===== src/rtl/wb_burst_reader.sv =====
// Wishbone read-burst master that fetches a block of words into a FWFT output FIFO.
// Define WB_READER_CLASSIC_EN to fetch each word with its own classic single cycle instead.
module wb_burst_reader #(
  parameter int BURST_LEN  = 8,
  parameter int FIFO_DEPTH = 16,
  parameter int CNT_WIDTH  = 16
) (
  input  logic                 clk,
  input  logic                 rst,
  input  logic                 start,
  input  logic [31:0]          base_adr,
  input  logic [CNT_WIDTH-1:0] nwords,
  output logic                 busy,
  output logic                 done,
  output logic                 error,
  output logic                 cyc,
  output logic                 stb,
  output logic                 we,
  output logic [31:0]          adr,
  output logic [3:0]           sel,
  output logic [2:0]           cti,
  output logic [1:0]           bte,
  input  logic                 ack,
  input  logic                 err,
  input  logic [31:0]          dat_sm,
  output logic                 out_valid,
  output logic [31:0]          out_data,
  input  logic                 out_ready
);
  localparam int BW = $clog2(BURST_LEN) + 1;
  localparam int AW = (FIFO_DEPTH > 1) ? $clog2(FIFO_DEPTH) : 1;
  localparam int CW = $clog2(FIFO_DEPTH) + 1;

  typedef enum logic [1:0] {IDLE, WAIT_SPACE, BURST, DONE} state_t;

  state_t               state_reg;
  logic [CNT_WIDTH-1:0] remaining_reg;
  logic [BW-1:0]        beats_left_reg;
  logic [BW-1:0]        len;
  logic [CW-1:0]        free_slots;
  logic                 space_ok;

  logic [31:0]          fifo_mem [FIFO_DEPTH];
  logic [AW-1:0]        wr_ptr_reg;
  logic [AW-1:0]        rd_ptr_reg;
  logic [CW-1:0]        count_reg;
  logic                 push_req;
  logic                 do_push;
  logic                 do_pop;

  assign we  = 1'b0;
  assign sel = 4'hF;
  assign bte = 2'b00;

  function automatic logic [2:0] beat_cti(input logic [BW-1:0] beats);
`ifdef WB_READER_CLASSIC_EN
    return 3'b000;
`else
    return (beats > BW'(1)) ? 3'b010 : 3'b111;
`endif
  endfunction

  function automatic logic [AW-1:0] ptr_inc(input logic [AW-1:0] p);
    return (p == AW'(FIFO_DEPTH - 1)) ? '0 : p + AW'(1);
  endfunction

  always_comb begin
`ifdef WB_READER_CLASSIC_EN
    len = BW'(1);
`else
    if (remaining_reg < CNT_WIDTH'(BURST_LEN))
      len = remaining_reg[BW-1:0];
    else
      len = BW'(BURST_LEN);
`endif
  end

  // Nothing is in flight outside BURST, so free space alone decides whether a burst fits.
  assign free_slots = CW'(FIFO_DEPTH) - count_reg;
  assign space_ok   = free_slots >= CW'(len);

  assign push_req  = (state_reg == BURST) && stb && ack && !err;
  assign do_pop    = out_valid && out_ready;
  assign do_push   = push_req && ((count_reg != CW'(FIFO_DEPTH)) || do_pop);
  assign out_valid = (count_reg != '0);
  assign out_data  = fifo_mem[rd_ptr_reg];

  always_ff @(posedge clk) begin
    if (do_push)
      fifo_mem[wr_ptr_reg] <= dat_sm;
  end

  always_ff @(posedge clk) begin
    if (rst) begin
      wr_ptr_reg <= '0;
      rd_ptr_reg <= '0;
      count_reg  <= '0;
    end else begin
      if (do_push)
        wr_ptr_reg <= ptr_inc(wr_ptr_reg);
      if (do_pop)
        rd_ptr_reg <= ptr_inc(rd_ptr_reg);
      if (do_push && !do_pop)
        count_reg <= count_reg + CW'(1);
      else if (do_pop && !do_push)
        count_reg <= count_reg - CW'(1);
    end
  end

  always_ff @(posedge clk) begin
    if (rst) begin
      state_reg      <= IDLE;
      remaining_reg  <= '0;
      beats_left_reg <= '0;
      busy           <= 1'b0;
      done           <= 1'b0;
      error          <= 1'b0;
      cyc            <= 1'b0;
      stb            <= 1'b0;
      adr            <= '0;
      cti            <= 3'b000;
    end else begin
      done <= 1'b0;
      case (state_reg)
        IDLE: begin
          if (start) begin
            if (nwords != '0) begin
              adr           <= {base_adr[31:2], 2'b00};
              remaining_reg <= nwords;
              error         <= 1'b0;
              busy          <= 1'b1;
              state_reg     <= WAIT_SPACE;
            end else begin
              done <= 1'b1;
            end
          end
        end
        WAIT_SPACE: begin
          if (space_ok) begin
            cyc            <= 1'b1;
            stb            <= 1'b1;
            cti            <= beat_cti(len);
            beats_left_reg <= len;
            state_reg      <= BURST;
          end
        end
        BURST: begin
          if (stb && err) begin
            cyc       <= 1'b0;
            stb       <= 1'b0;
            cti       <= 3'b000;
            error     <= 1'b1;
            busy      <= 1'b0;
            done      <= 1'b1;
            state_reg <= DONE;
          end else if (stb && ack) begin
            adr            <= adr + 32'd4;
            remaining_reg  <= remaining_reg - CNT_WIDTH'(1);
            beats_left_reg <= beats_left_reg - BW'(1);
            if (beats_left_reg == BW'(1)) begin
              cyc <= 1'b0;
              stb <= 1'b0;
              cti <= 3'b000;
              if (remaining_reg == CNT_WIDTH'(1)) begin
                busy      <= 1'b0;
                done      <= 1'b1;
                state_reg <= DONE;
              end else begin
                state_reg <= WAIT_SPACE;
              end
            end else begin
              cti <= beat_cti(beats_left_reg - BW'(1));
            end
          end
        end
        DONE: state_reg <= IDLE;
        default: state_reg <= IDLE;
      endcase
    end
  end
endmodule


===== config.mk =====
export PLATFORM = sky130hd
export DESIGN_NAME = wb_burst_reader
export DESIGN_NICKNAME = d
export VERILOG_FILES = /design/src/rtl/wb_burst_reader.sv
export SDC_FILE = /design/constraint.sdc
export NUM_CORES = 1
export LEC_CHECK = 0
export BUFFER_PORTS_ARGS = -buffer_cell sky130_fd_sc_hd__buf_2
export CAP_MARGIN = 5
export CORE_MARGIN = 2
export CORE_UTILIZATION = 50
export DETAILED_ROUTE_END_ITERATION = 7
export GPL_TIMING_DRIVEN = 0
export PLACE_DENSITY = 0.71
export SYNTH_ARGS = -nofsm -noshare
export SYNTH_HDL_FRONTEND = slang
export SYNTH_SLANG_ARGS = --single-unit

===== constraint.sdc =====
create_clock -name clk -period 4.6 [get_ports clk]
set_input_delay 0.92 -clock clk [delete_from_list [all_inputs] [get_ports clk]]
set_output_delay 0.92 -clock clk [all_outputs]
set_load 0.1 [all_outputs]

==> After elaboration in Yosys (flattened, before gate mapping) <==
Memory sizes are Yosys's and may differ from the RTL's. A register that Yosys moved wholly into a read port is not among the register bits.
Cells that the tools add are included.
{ "totals": {"register_bits": 74, "ram_bits": 512, "inputBits": 86, "output_inout_bits": 80, "elab_cells": 129, "n_memories": 1} }
{ "op_classes": {"n_addsub": 8, "n_lt_le_gt_ge": 4, "n_eq_ne": 17, "muxes": 61, "reduce_logical": 26} }
{ "mem_list": {"columns": ["memory", "words", "width", "read_ports", "rd_clocked_by_memory_dff", "wr", "line_no", "text"], "rows": [
  ["fifo_mem", 16, 32, 1, 1, 1, "43", "logic [31:0] fifo_mem [FIFO_DEPTH];"]
]} }
{ "op_table": {"columns": ["op", "count"], "rows": [
  ["two-way mux 32 bit", 4],
  ["two-way mux 16 bit", 4],
  ["one-hot mux 32 bit (2 select lines)", 1],
  ["adder 32 x 3 -> 32 bit (second input constant)", 1],
  ["two-way mux 4 bit", 8],
  ["one-hot mux 16 bit (2 select lines)", 1],
  ["two-way mux 1 bit", 21],
  ["two-way mux 3 bit", 6],
  ["== test 16 x 1 -> 1 bit (second input constant)", 1],
  ["less-than comparator 16 x 4 -> 1 bit (second input constant)", 1],
  ["nonzero test 16 bit", 1],
  ["subtractor 16 x 1 -> 16 bit (second input constant)", 1],
  ["two-way mux 2 bit", 7],
  ["AND reduction 4 bit", 3],
  ["two-way mux 5 bit", 2],
  ["AND reduction 5 bit", 2],
  ["logical AND 1 bit", 9],
  ["inequality test 3 x 1 -> 1 bit (second input constant)", 3],
  ["adder 4 x 1 -> 4 bit (second input constant)", 2],
  ["== test 4 bit (second input constant)", 2],
  ["> comparator 4 x 1 -> 1 bit (second input constant)", 2],
  ["inequality test 2 bit (second input constant)", 4],
  ["one-hot mux 1 bit (2 select lines)", 4],
  ["one-hot mux 2 bit (4 select lines)", 1],
  ["other kinds (19)", 25]
]} }

==> Logic depth before layout (Yosys ltp) <==
Gate-level depths: netlist of run 1.
{ "logic_depth": {"ltp_word": 9, "depth_mapped": 16, "ltp_nobuf": 16} }

==> Least setup slack after synthesis of run 1 <==
Ideal clock, no wire load.
{ "synth_path": {"kind": "reg2reg", "start": "reg stb", "end": "mem fifo_mem[3][0] (enable)", "setup_ns": 0.461, "arrival_time_ns": 4.271, "required_time_ns": 4.139, "slack_ns": -0.132, "path_stages_with_launch": 6, "n_path_buf": 0, "period_less_slack_ns": 4.732, "path_cell_list": "dfxtp_1 -> nand2_1 -> nor3_1 -> a21boi_2 -> nand2_1 -> nor3_1"} }
{ "synth_between": {"elab_chain_len": 6} }
{ "synth_lines": {"columns": ["item", "line_no", "text"], "rows": [
  ["from (decl)", "17", "output logic stb,"],
  ["from (signal assigned)", "119", "stb <= 1'b0;"],
  ["from (signal assigned)", "141", "stb <= 1'b1;"],
  ["from (signal assigned)", "150", "stb <= 1'b0;"],
  ["logical AND 1 bit (3 in series)", "82", "assign push_req = (state_reg == BURST) && stb && ack && !err;"],
  ["logical AND 1 bit", "84", "assign do_push = push_req && ((count_reg != CW'(FIFO_DEPTH)) || do_pop);"],
  ["via do_push", "48", "logic do_push;"],
  ["two-way mux 1 bit", "89", "if (do_push)"],
  ["two-way mux 1 bit (implied by the code)", "90", "fifo_mem[wr_ptr_reg] <= dat_sm;"],
  ["to (decl)", "43", null]
]} }
The timed path passes the listed nets, and every way through them passes these cells.

==> summary.md, run 1 <==
| Metric | Value |
|---|---|
| Vias in the first global route | `14.1k` |
| Peak VDD IR | `0.451 mV` |
| Largest net degree at the start of global routing | `22` |
| DRC Markers | `0` |
| Gate power share | `0.304` |
| Vias | `13.9k` |
| DRT iter0 DRCs | `1,767` |
| Critical Path Sink Type | `output port` |
| Total CTS buffers | `57` |
| Final setup vio count | `0` |
| Dpl cells | `2,148` |
| Max-cap viol count | `0` |
| Rows | `80` |
| Syn. warnings | `0` |
| Slew Limit Fails | `0` |
| Syn Area/Cell | `17.6 um^2` |
| Flops & latches, synth | `587` |
| Skew final | `25.9 ps` |
| Crit path kind | `register to output port` |
| Actual slew at the worst max-slew pin | `1130 ps` |
| Worst hold-check path type | `register to register` |
| Finished Layout Cells | `2,258` |
| Sw Ratio | `0.353` |
| Nets | `1,701` |
| Synth cell types | `68` |
| Register clock-pin slew on the reported worst setup and hold paths | `60 ps` |
| Final hold slack | `491 ps` |
| Synth area leaders | `edfxtp_1, mux4_2, dfxtp_1` |
| Status | `finished clean` |
| First-pass GRT wire length | `88.4 mm` |
| Pleak | `9.02 nW` |
| GPL Wtd Cong | `0.897` |
| EDFF count, synth | `512` |
| Overall Global Routing Usage | `0.243` |
| Seq/Total Area, Yosys | `0.707` |
| Sw power | `5.54 mW` |
| RSZ-0062 raised after global routing | `false` |
| Overflow after GRT | `0` |
| Depth of the CTS H-tree | `2` |
| Worst-Skew Late Latency | `640 ps` |
| CTS tree | `yes` |
| Synth Cell Area | `0.0239 mm^2` |
| Routed vias/inst | `6.15` |
| CP arrival | `3620 ps` |
| Internal | `10.2 mW` |
| Avg WL per Cell | `26.2 um` |
| Final setup TNS | `0 ps` |
| Layout area overhead | `17.4%` |
| Pre-CTS WS | `375 ps` |
| CP max FO | `10` |
| Worst setup SP type | `register` |
| Core area | `0.0474 mm^2` |
| DP HPWL | `36.7 mm` |
| Die X | `223 um` |
| 1st-pass router iterations | `5` |
| Clk buf depth | `3` |
| Final core occ | `0.591` |
| Initial antenna violation count | `1` |
| Die height | `223 um` |
| Power Total | `15.7 mW` |
| Largest register FFs | `512` |
| Final hold violations | `0` |
| Setup ws final | `63.7 ps` |
| Slew HR | `0.245` |
| IO Count | `166` |
| Max frequency | `0.220 GHz` |
| Minimum clock period | `4540 ps` |
| Worst Path Required | `3680 ps` |
| Post-synth top area cell | `edfxtp_1` |
| Layout cell share with drive strength beyond 1 | `0.297` |
| Starting Density | `0.503` |
| Placement Cell Area | `0.0261 mm^2` |
| Pwr Density | `561 mW/mm^2` |
| Post-Route WL | `59.2 mm` |
| Clock power frac | `0.305` |
| Sequential share of power | `0.392` |
| Final-layout fill cell count | `3,473` |
| Port-buffer cells | `153` |
| Async SR Flop Fraction | `0` |
| Synth top cells by count | `edfxtp_1, mux4_2, nor2_1` |
| Die area | `0.0495 mm^2` |
| Final period util | `0.986` |
| DRT antenna net count | `0` |
| Mapped Cells | `1,353` |
| Top FF cell, synth | `edfxtp_1` |
| # Post-CTS Setup Buffers | `0` |
| Clock sink count | `587` |
| Root Driver | `clkbuf_16` |
| Top-area cell type share of the netlist area | `0.644` |
| Count leader, synth | `edfxtp_1` |
| Post-route cell area | `0.0280 mm^2` |
## worst max-delay path: stages, from the launching register on
cell	delay, ps
dfxtp_1	340
clkbuf_1	540
clkbuf_1	840
mux4_2	460
mux4_2	490
buf_2	310
## layout by cell type, fill, tap and decap left out, types with 6 or more instances in the layout
cell          n
nor3_1       18
a211oi_1     12
clkbuf_16    57
buf_4        12
edfxtp_1    512
clkinv_2     15
nor4_1       17
a21oi_1      67
buf_2       159
nand3b_1      6
clkinvlp_4    6
buf_16       11
nand4_1       6
or4_1         7
ha_1         22
nor2_4       12
nor2_1       65
dfxtp_1      75
nand2b_1      8
mux4_2      160
a22oi_1       9
nand2_1      75
a31oi_1       8
nand3_1      22
buf_12        8
o21ai_0      44
clkbuf_1     57
conb_1        9
bufinv_16     7
xor2_1        6
inv_1        23
clkinv_1      6
o22ai_1       8
clkbuf_2      6
## power by group through the flow
stage	sequential (mW)	combinational, mW	clock (mW)
after floorplan	6.74	3.14	0
after CTS	6.15	4.79	4.84
after global placement	6.26	4.66	0
after detailed placement	6.26	4.73	0
after global routing	6.18	5.06	5.05
final	6.16	4.77	4.79
## worst paths after layout
check             slack (ps)  cells after the start         start            to
setup / recovery          60                      5      register  out_data[11]
hold / removal           490                      2        cti[1]        cti[1]
setup reg to reg         690                     15  count_reg[0]  count_reg[4]
hold reg to reg          490                      2        cti[1]        cti[1]
## layout make-up
cell class                 count  area, um^2  area share
clock buffer                  65        1460      0.0519
multi-input combinational    662        6650       0.237
sequential                   587       16900       0.602
antenna                        2        5.00    0.000178
buffer                        88         474      0.0169
timing repair buffer         173        1240      0.0444
clock inverter                43         482      0.0172
inverter                      23        86.3     0.00308
tap                          615         769      0.0274
## routing by layer
metal,part of all wire,vias up,GRT usage
met1,0.39,7057,0.332
met4,0.031,0,0.0825
li1,-,5945,-
met3,0.088,127,0.0450
met2,0.49,755,0.397
met5,0,-,0
## cells by family (layout without fill, tap and decap cells)
kind of cell             Yosys count  after routing  share of synthesized area
flip-flops                       587            587                      0.707
AND/OR/NAND/NOR                  269            269                     0.0548
AO/OA/AOI/OAI                    187            187                     0.0478
multiplexers                     163            163                      0.152
buffers and inverters            111            392                     0.0217
adder cells (fa/ha/maj)           23             23                     0.0124
XOR/XNOR                          11             11                    0.00403
other                              2             11                   0.000315
## what timing repair did
action	CTS	global route
resized for setup	16	15
endpoints found under the setup margin	32	29
hold buffers	0	0
Power figures use the tool's default switching activity.
==> run 2: changes to the inputs <==
--- a/config.mk
+++ b/config.mk
@@ -5,13 +5,14 @@
 export SDC_FILE = /design/constraint.sdc
 export NUM_CORES = 1
 export LEC_CHECK = 0
+export ABC_AREA = 1
 export BUFFER_PORTS_ARGS = -buffer_cell sky130_fd_sc_hd__buf_2
 export CAP_MARGIN = 5
 export CORE_MARGIN = 2
 export CORE_UTILIZATION = 50
 export DETAILED_ROUTE_END_ITERATION = 7
 export GPL_TIMING_DRIVEN = 0
-export PLACE_DENSITY = 0.71
+export PLACE_DENSITY = 0.7
 export SYNTH_ARGS = -nofsm -noshare
 export SYNTH_HDL_FRONTEND = slang
 export SYNTH_SLANG_ARGS = --single-unit
==> run 2 against run 1 <==
Total power up 22%; cell count up 49%; via count is 40% higher; clock power grew 3%; synthesized cell count is 78% higher; core utilization shrank 0.27 points; setup slack better by 210 ps; flip-flop and latch count unchanged; combinational power is 68% higher; die area grew 6.0%; critical endpoint is now out_data[4]; highest routed layer is now met5.
==> summary.md, run 2 <==
| Metric | Value |
|---|---|
| Status | `finished clean (unchanged)` |
| EDFF count, synth | `512 (unchanged)` |
| Actual slew at the worst max-slew pin | `1170 ps (was 1130 ps)` |
| CTS resizes | `0 (was 16)` |
| Antenna Cells | `0 (was 2)` |
| Slew HR | `0.221 (was 0.245)` |
| Crit path kind | `register to output port (unchanged)` |
| Final hold violations | `0 (unchanged)` |
| Final period util | `0.941 (was 0.986)` |
| CP max FO | `10 (unchanged)` |
| Power Total | `19.2 mW (was 15.7 mW)` |
| Final core occ | `0.588 (was 0.591)` |
| Initial antenna violation count | `1 (unchanged)` |
| Die area | `0.0525 mm^2 (was 0.0495 mm^2)` |
| CP peak stage delay | `700 ps (was 840 ps)` |
| Die height | `229 um (was 223 um)` |
| Depth of the CTS H-tree | `2 (unchanged)` |
| Worst path top cell family by delay | `buffers and inverters (unchanged)` |
| Final-layout fill cell count | `4,125 (was 3,473)` |
| Count leader, synth | `nor2_1 (was edfxtp_1)` |
| Core area | `0.0501 mm^2 (was 0.0474 mm^2)` |
| Minimum clock period | `4330 ps (was 4540 ps)` |
| Final setup vio count | `0 (unchanged)` |
| Starting Density | `0.506 (was 0.503)` |
| Buf/Inv on CP | `4 (was 3)` |
| RR Startpoint | `count_reg[0] (unchanged)` |
| Worst-Skew Late Latency | `630 ps (was 640 ps)` |
| Peak VDD IR | `0.661 mV (was 0.451 mV)` |
| Dpl cells | `3,254 (was 2,148)` |
| Pleak | `10.2 nW (was 9.02 nW)` |
| DP HPWL | `50.4 mm (was 36.7 mm)` |
| Root Driver | `clkbuf_16 (unchanged)` |
| Crit path cell chain | `buf_2 -> clkbuf_1 -> clkbuf_1 -> o211ai_1 -> nand2_1 -> buf_2 (was clkbuf_1 -> clkbuf_1 -> mux4_2 -> mux4_2 -> buf_2)` |
| Layout cell share with drive strength beyond 1 | `0.133 (was 0.297)` |
| First-pass GRT wire length | `113 mm (was 88.4 mm)` |
| Top FF cell, synth | `edfxtp_1 (unchanged)` |
| Post-synth top area cell | `edfxtp_1 (unchanged)` |
| Slew Limit Fails | `0 (unchanged)` |
| Worst Path Required | `3680 ps (about the same)` |
| Routed vias/inst | `5.76 (was 6.15)` |
| Crit. path cell count | `6 (was 5)` |
| Synth Cell Area | `0.0253 mm^2 (was 0.0239 mm^2)` |
| Syn Area/Cell | `10.5 um^2 (was 17.6 um^2)` |
| GPL Wtd Cong | `0.919 (was 0.897)` |
| Layout area overhead | `16.2% (was 17.4%)` |
| Skew final | `29.6 ps (was 25.9 ps)` |
| Final setup TNS | `0 ps (unchanged)` |
| CTS tree | `yes (unchanged)` |
| Largest net degree at the start of global routing | `24 (was 22)` |
| Post-Route WL | `75.6 mm (was 59.2 mm)` |
| Worst hold-check path type | `register to register (unchanged)` |
| Synth area leaders | `edfxtp_1, nor2_1, dfxtp_1 (was edfxtp_1, mux4_2, dfxtp_1)` |
| Commonest non-fill, non-tap cells in the layout | `nor2_1, edfxtp_1, nand2_1, o21ai_0, buf_2 (was edfxtp_1, mux4_2, buf_2, nand2_1, dfxtp_1)` |
| Mapped Cells | `2,405 (was 1,353)` |
| 1st-pass router iterations | `6 (was 5)` |
| Syn. warnings | `0 (unchanged)` |
| Placement Cell Area | `0.0275 mm^2 (was 0.0261 mm^2)` |
| DRC Markers | `0 (unchanged)` |
| Nets | `2,752 (was 1,701)` |
| Largest register FFs | `512 (unchanged)` |
| Overflow after GRT | `0 (unchanged)` |
| Avg WL per Cell | `22.5 um (was 26.2 um)` |
| Synth cell types | `37 (was 68)` |
| CP arrival | `3410 ps (was 3620 ps)` |
| Max-cap viol count | `0 (unchanged)` |
| Seq/Total Area, Yosys | `0.666 (was 0.707)` |
| DRT antenna net count | `0 (unchanged)` |
| Worst Setup EP | `out_data[4] (was out_data[11])` |
| Commonest non-fill, non-tap cell in the layout | `nor2_1 (was edfxtp_1)` |
| # Post-CTS Setup Buffers | `0 (unchanged)` |
| # hold bufs at CTS | `0 (unchanged)` |
| Vias in the first global route | `18.7k (was 14.1k)` |
| Pwr Density | `652 mW/mm^2 (was 561 mW/mm^2)` |
| Max frequency | `0.231 GHz (was 0.220 GHz)` |
| RSZ-0062 raised after global routing | `false (unchanged)` |
| Reg2reg setup slack | `1070 ps (was 690 ps)` |
| Rows | `82 (was 80)` |
| RR Endpoint | `fifo_mem[14][10] (was count_reg[4])` |
| Top-area cell type share of the netlist area | `0.607 (was 0.644)` |
| Hold path cells | `2 (unchanged)` |
| Post-route cell area | `0.0295 mm^2 (was 0.0280 mm^2)` |
| Overall Global Routing Usage | `0.287 (was 0.243)` |
| Worst setup SP type | `register (unchanged)` |
| Setup ws final | `273 ps (was 63.7 ps)` |
| Final hold slack | `452 ps (was 491 ps)` |
| Clock sink count | `587 (unchanged)` |
| Critical Path Sink Type | `output port (unchanged)` |
| Port-buffer cells | `154 (was 153)` |
| Clk buf depth | `3 (unchanged)` |
| Synth top cells by count | `nor2_1, edfxtp_1, nand2_1 (was edfxtp_1, mux4_2, nor2_1)` |
| Async SR Flop Fraction | `0 (unchanged)` |
| Worst r2r path cells | `11 (was 15)` |
| Pre-CTS WS | `986 ps (was 375 ps)` |
| Slowest cell on the critical path | `clkbuf_1 (unchanged)` |
| Die X | `229 um (was 223 um)` |
| DRT iter0 DRCs | `2,272 (was 1,767)` |
| IO Count | `166 (unchanged)` |
| Flops & latches, synth | `587 (unchanged)` |
| Vias | `19.4k (was 13.9k)` |
| Total CTS buffers | `59 (was 57)` |
| Register clock-pin slew on the reported worst setup and hold paths | `60 ps (about the same)` |
| Finished Layout Cells | `3,364 (was 2,258)` |
run 2: cell count changes after synthesis, sizes merged, moves of 20 or more:
cell	change
nor3	-20
buf	+53
inv	+72
o21ai	+288
mux4	-160
o211ai	+127
nand2	+228
nand3	+81
nor2	+504
run 2: worst min-delay path by stage:
stage	start	slack, ps	end
after floorplan	remaining_reg[8]	450	remaining_reg[8]
after global placement	error	440	error
after detailed placement	error	440	error
after CTS	error	460	error
after global routing	busy	480	busy
final	error	450	error
run 2: layer usage:
metal  vias up  global-route usage  share of wire
met2      1053               0.461           0.47
met1      9234               0.373           0.39
li1       8885                   -              -
met5         -                   0        0.00017
met4         2               0.128          0.046
met3       209              0.0654           0.10
run 2: layout make-up:
type                       instances  area (um^2)  share of cell area
buffer                           145          704              0.0239
clock buffer                      69         1540              0.0521
timing repair buffer             170         1130              0.0383
tap                              672          841              0.0285
inverter                          95          357              0.0121
sequential                       587        16900               0.573
clock inverter                    41          453              0.0154
multi-input combinational       1585         7560               0.257
run 2: worst register-to-register path: stages (launching register included):
cell and delay [ps]:
dfxtp_1 380, inv_1 120, ha_1 240, nand2_1 70, nor2_1 60, ha_1 200
nor2_1 380, inv_2 160, a21oi_4 320, nand2_1 320, nor2_4 700, buf_16 250
run 2: cells by family (layout without fill, tap and decap cells):
kind of cell               Yosys count  after routing  share of synthesized area
xor gates and xnor gates            10             10                    0.00345
and+or+nand+nor                   1007           1007                      0.157
DFF                                587            587                      0.666
other                                2              9                   0.000296
AOI/OAI and AO/OA                  536            536                      0.120
buffers and inverters              240            520                     0.0419
adders and majority gates           23             23                     0.0116
run 2: power breakdown:
part	internal [mW]	total (mW)	switching, mW
combinational	1.78	8.00	6.22
sequential	6.00	6.28	0.278
clock	2.85	4.93	2.08
total	10.6	19.2	8.57
==> run 3: changes to the inputs <==
--- a/config.mk
+++ b/config.mk
@@ -11,8 +11,8 @@
 export CORE_MARGIN = 2
 export CORE_UTILIZATION = 50
 export DETAILED_ROUTE_END_ITERATION = 7
-export GPL_TIMING_DRIVEN = 0
-export PLACE_DENSITY = 0.7
+export GPL_TIMING_DRIVEN = 1
+export PLACE_DENSITY_LB_ADDON = 0.1
 export SYNTH_ARGS = -nofsm -noshare
 export SYNTH_HDL_FRONTEND = slang
 export SYNTH_SLANG_ARGS = --single-unit
==> run 3 against run 2 <==
Sequential power up 1%; first-iteration DRC count down 29%; largest cell class unchanged; highest routed layer unchanged; setup slack better by 200 ps; design area down 2.6%; clock power down 7.7%; maximum frequency up 4.9%.
==> summary.md, run 3 (synthesized netlist as in run 2, its figures left out) <==
| Metric | Value |
|---|---|
| Status | `finished clean (unchanged)` |
| # Post-CTS Setup Buffers | `0 (unchanged)` |
| Skew final | `12.3 ps (was 29.6 ps)` |
| Rows | `82 (unchanged)` |
| Clock sink count | `587 (unchanged)` |
| Worst hold-check path type | `register to register (unchanged)` |
| Post-Route WL | `63.2 mm (was 75.6 mm)` |
| Peak VDD IR | `0.678 mV (was 0.661 mV)` |
| Commonest non-fill, non-tap cell in the layout | `nor2_1 (unchanged)` |
| Hold Crit Start | `error (unchanged)` |
| Total CTS buffers | `58 (was 59)` |
| 1st-pass router iterations | `5 (was 6)` |
| Worst setup SP type | `register (unchanged)` |
| Largest net degree at the start of global routing | `257 (was 24)` |
| CP arrival | `3200 ps (was 3410 ps)` |
| Final setup vio count | `0 (unchanged)` |
| Vias | `17.9k (was 19.4k)` |
| IO Count | `166 (unchanged)` |
| Pwr Density | `626 mW/mm^2 (was 652 mW/mm^2)` |
| Depth of the CTS H-tree | `2 (unchanged)` |
| RSZ-0062 raised after global routing | `false (unchanged)` |
| Slowest cell on the critical path | `buf_12 (was clkbuf_1)` |
| Max-cap viol count | `0 (unchanged)` |
| Max frequency | `0.242 GHz (was 0.231 GHz)` |
| CTS resizes | `0 (unchanged)` |
| CTS tree | `yes (unchanged)` |
| Layout cell share with drive strength beyond 1 | `0.118 (was 0.133)` |
| Die area | `0.0525 mm^2 (unchanged)` |
| Final setup TNS | `0 ps (unchanged)` |
| Finished Layout Cells | `3,240 (was 3,364)` |
| Worst Path Required | `3680 ps (about the same)` |
| Final hold slack | `477 ps (was 452 ps)` |
| Final hold violations | `0 (unchanged)` |
| Overall Global Routing Usage | `0.241 (was 0.287)` |
| Initial antenna violation count | `4 (was 1)` |
| Starting Density | `0.506 (unchanged)` |
| # hold bufs at CTS | `0 (unchanged)` |
| Die X | `229 um (unchanged)` |
| Critical Path Sink Type | `output port (unchanged)` |
| Final period util | `0.896 (was 0.941)` |
| Routed vias/inst | `5.54 (was 5.76)` |
| First-pass GRT wire length | `98.4 mm (was 113 mm)` |
| Crit path kind | `register to output port (unchanged)` |
| GPL Wtd Cong | `0.883 (was 0.919)` |
| Crit path cell chain | `buf_12 -> o21ai_0 -> o211ai_1 -> o211ai_1 -> nand2_1 -> buf_2 (was buf_2 -> clkbuf_1 -> clkbuf_1 -> o211ai_1 -> nand2_1 -> buf_2)` |
| Vias in the first global route | `17.5k (was 18.7k)` |
| Core area | `0.0501 mm^2 (unchanged)` |
| CP max FO | `256 (was 10)` |
| Nets | `2,627 (was 2,752)` |
| Slew Limit Fails | `0 (unchanged)` |
| DP HPWL | `34.9 mm (was 50.4 mm)` |
| CP peak stage delay | `620 ps (was 700 ps)` |
| Avg WL per Cell | `19.5 um (was 22.5 um)` |
| Register clock-pin slew on the reported worst setup and hold paths | `60 ps (about the same)` |
| Worst-Skew Late Latency | `620 ps (was 630 ps)` |
| Minimum clock period | `4120 ps (was 4330 ps)` |
| Largest register FFs | `512 (unchanged)` |
| Clk buf depth | `3 (unchanged)` |
| Port-buffer cells | `154 (unchanged)` |
| DRT antenna net count | `0 (unchanged)` |
| DRT iter0 DRCs | `1,609 (was 2,272)` |
| Root Driver | `clkbuf_16 (unchanged)` |
| Commonest non-fill, non-tap cells in the layout | `nor2_1, edfxtp_1, nand2_1, o21ai_0, buf_2 (unchanged)` |
| CP most frequent cell | `o211ai_1` |
| Dpl cells | `3,130 (was 3,254)` |
| Actual slew at the worst max-slew pin | `1260 ps (was 1170 ps)` |
| Slew HR | `0.163 (was 0.221)` |
| Overflow after GRT | `0 (unchanged)` |
| RR Startpoint | `count_reg[0] (unchanged)` |
| Layout area overhead | `13.2% (was 16.2%)` |
| DRC Markers | `0 (unchanged)` |
| Die height | `229 um (unchanged)` |
| Pleak | `9.83 nW (was 10.2 nW)` |
-- run 3: changes by cell type in the layout (fill, tap and decap cells not counted), moves of 3 or more --
cell        before  now
buf_1           22    0
buf_6            8    0
buf_16           5    0
dfxtp_4          0    3
buf_2          195  154
dfxtp_1         75   71
buf_12          11   14
clkbuf_1        70   22
buf_4           13   23
clkinv_4         3    0
clkinv_2         9    4
clkinv_1        10   16
clkinvlp_4       5    0
bufinv_16        8    4
-- run 3: worst max-delay path, delay by kind of cell, from the launching register on --
kind            cells  cell delay (ps)
compound gates      3              610
buf+inv             2             1070
flops               1              380
simple gates        1              160
-- run 3: metrics by stage --
stage	cell area [um^2]	utilization	setup WS (ps)	total power [mW]
2_1_floorplan	25400	-	1030	12.1
3_3_place_gp	26900	0.537	1260	13.4
3_5_place_dp	26900	0.537	1180	13.5
4_1_cts	28700	0.573	573	18.1
5_1_grt	28700	0.573	379	18.9
6_report	28700	0.573	476	17.9
-- run 3: layout make-up --
| type | count | area [um^2] |
|---|---|---|
| multi-input combinational | 1585 | 7560 |
| antenna | 1 | 2.50 |
| inverter | 95 | 364 |
| tap | 672 | 841 |
| fill | 4306 | 21400 |
| sequential | 587 | 16900 |
| timing repair buffer | 191 | 1220 |
| clock buffer | 82 | 1570 |
| clock inverter | 27 | 238 |
-- run 3: worst paths after layout --
kind | slack, ps | end | cells past startpoint
worst max-delay path | 480 | out_data[7] | 6
worst min-delay path | 480 | error | 2
worst max register to register | 1180 | fifo_mem[12][19] | 11
worst min register to register | 480 | error | 2
-- run 3: report_power, final --
group | leakage (nW) | switching (mW) | internal (mW)
Clock | 0.876 | 1.95 | 2.60
Combinational | 3.73 | 5.39 | 1.63
Sequential | 5.22 | 0.367 | 6.01
Total | 9.83 | 7.70 | 10.2
-- run 3: per-layer routing --
layer  wire, um  vias up  part of all wire  global-route usage
met5         30        -           0.00047                   0
met4       1620        6             0.026              0.0771
met3       3150      110             0.050              0.0308
met2      30900      467              0.49               0.405
met1      27500     8725              0.43               0.327
li1           -     8637                 -                   -
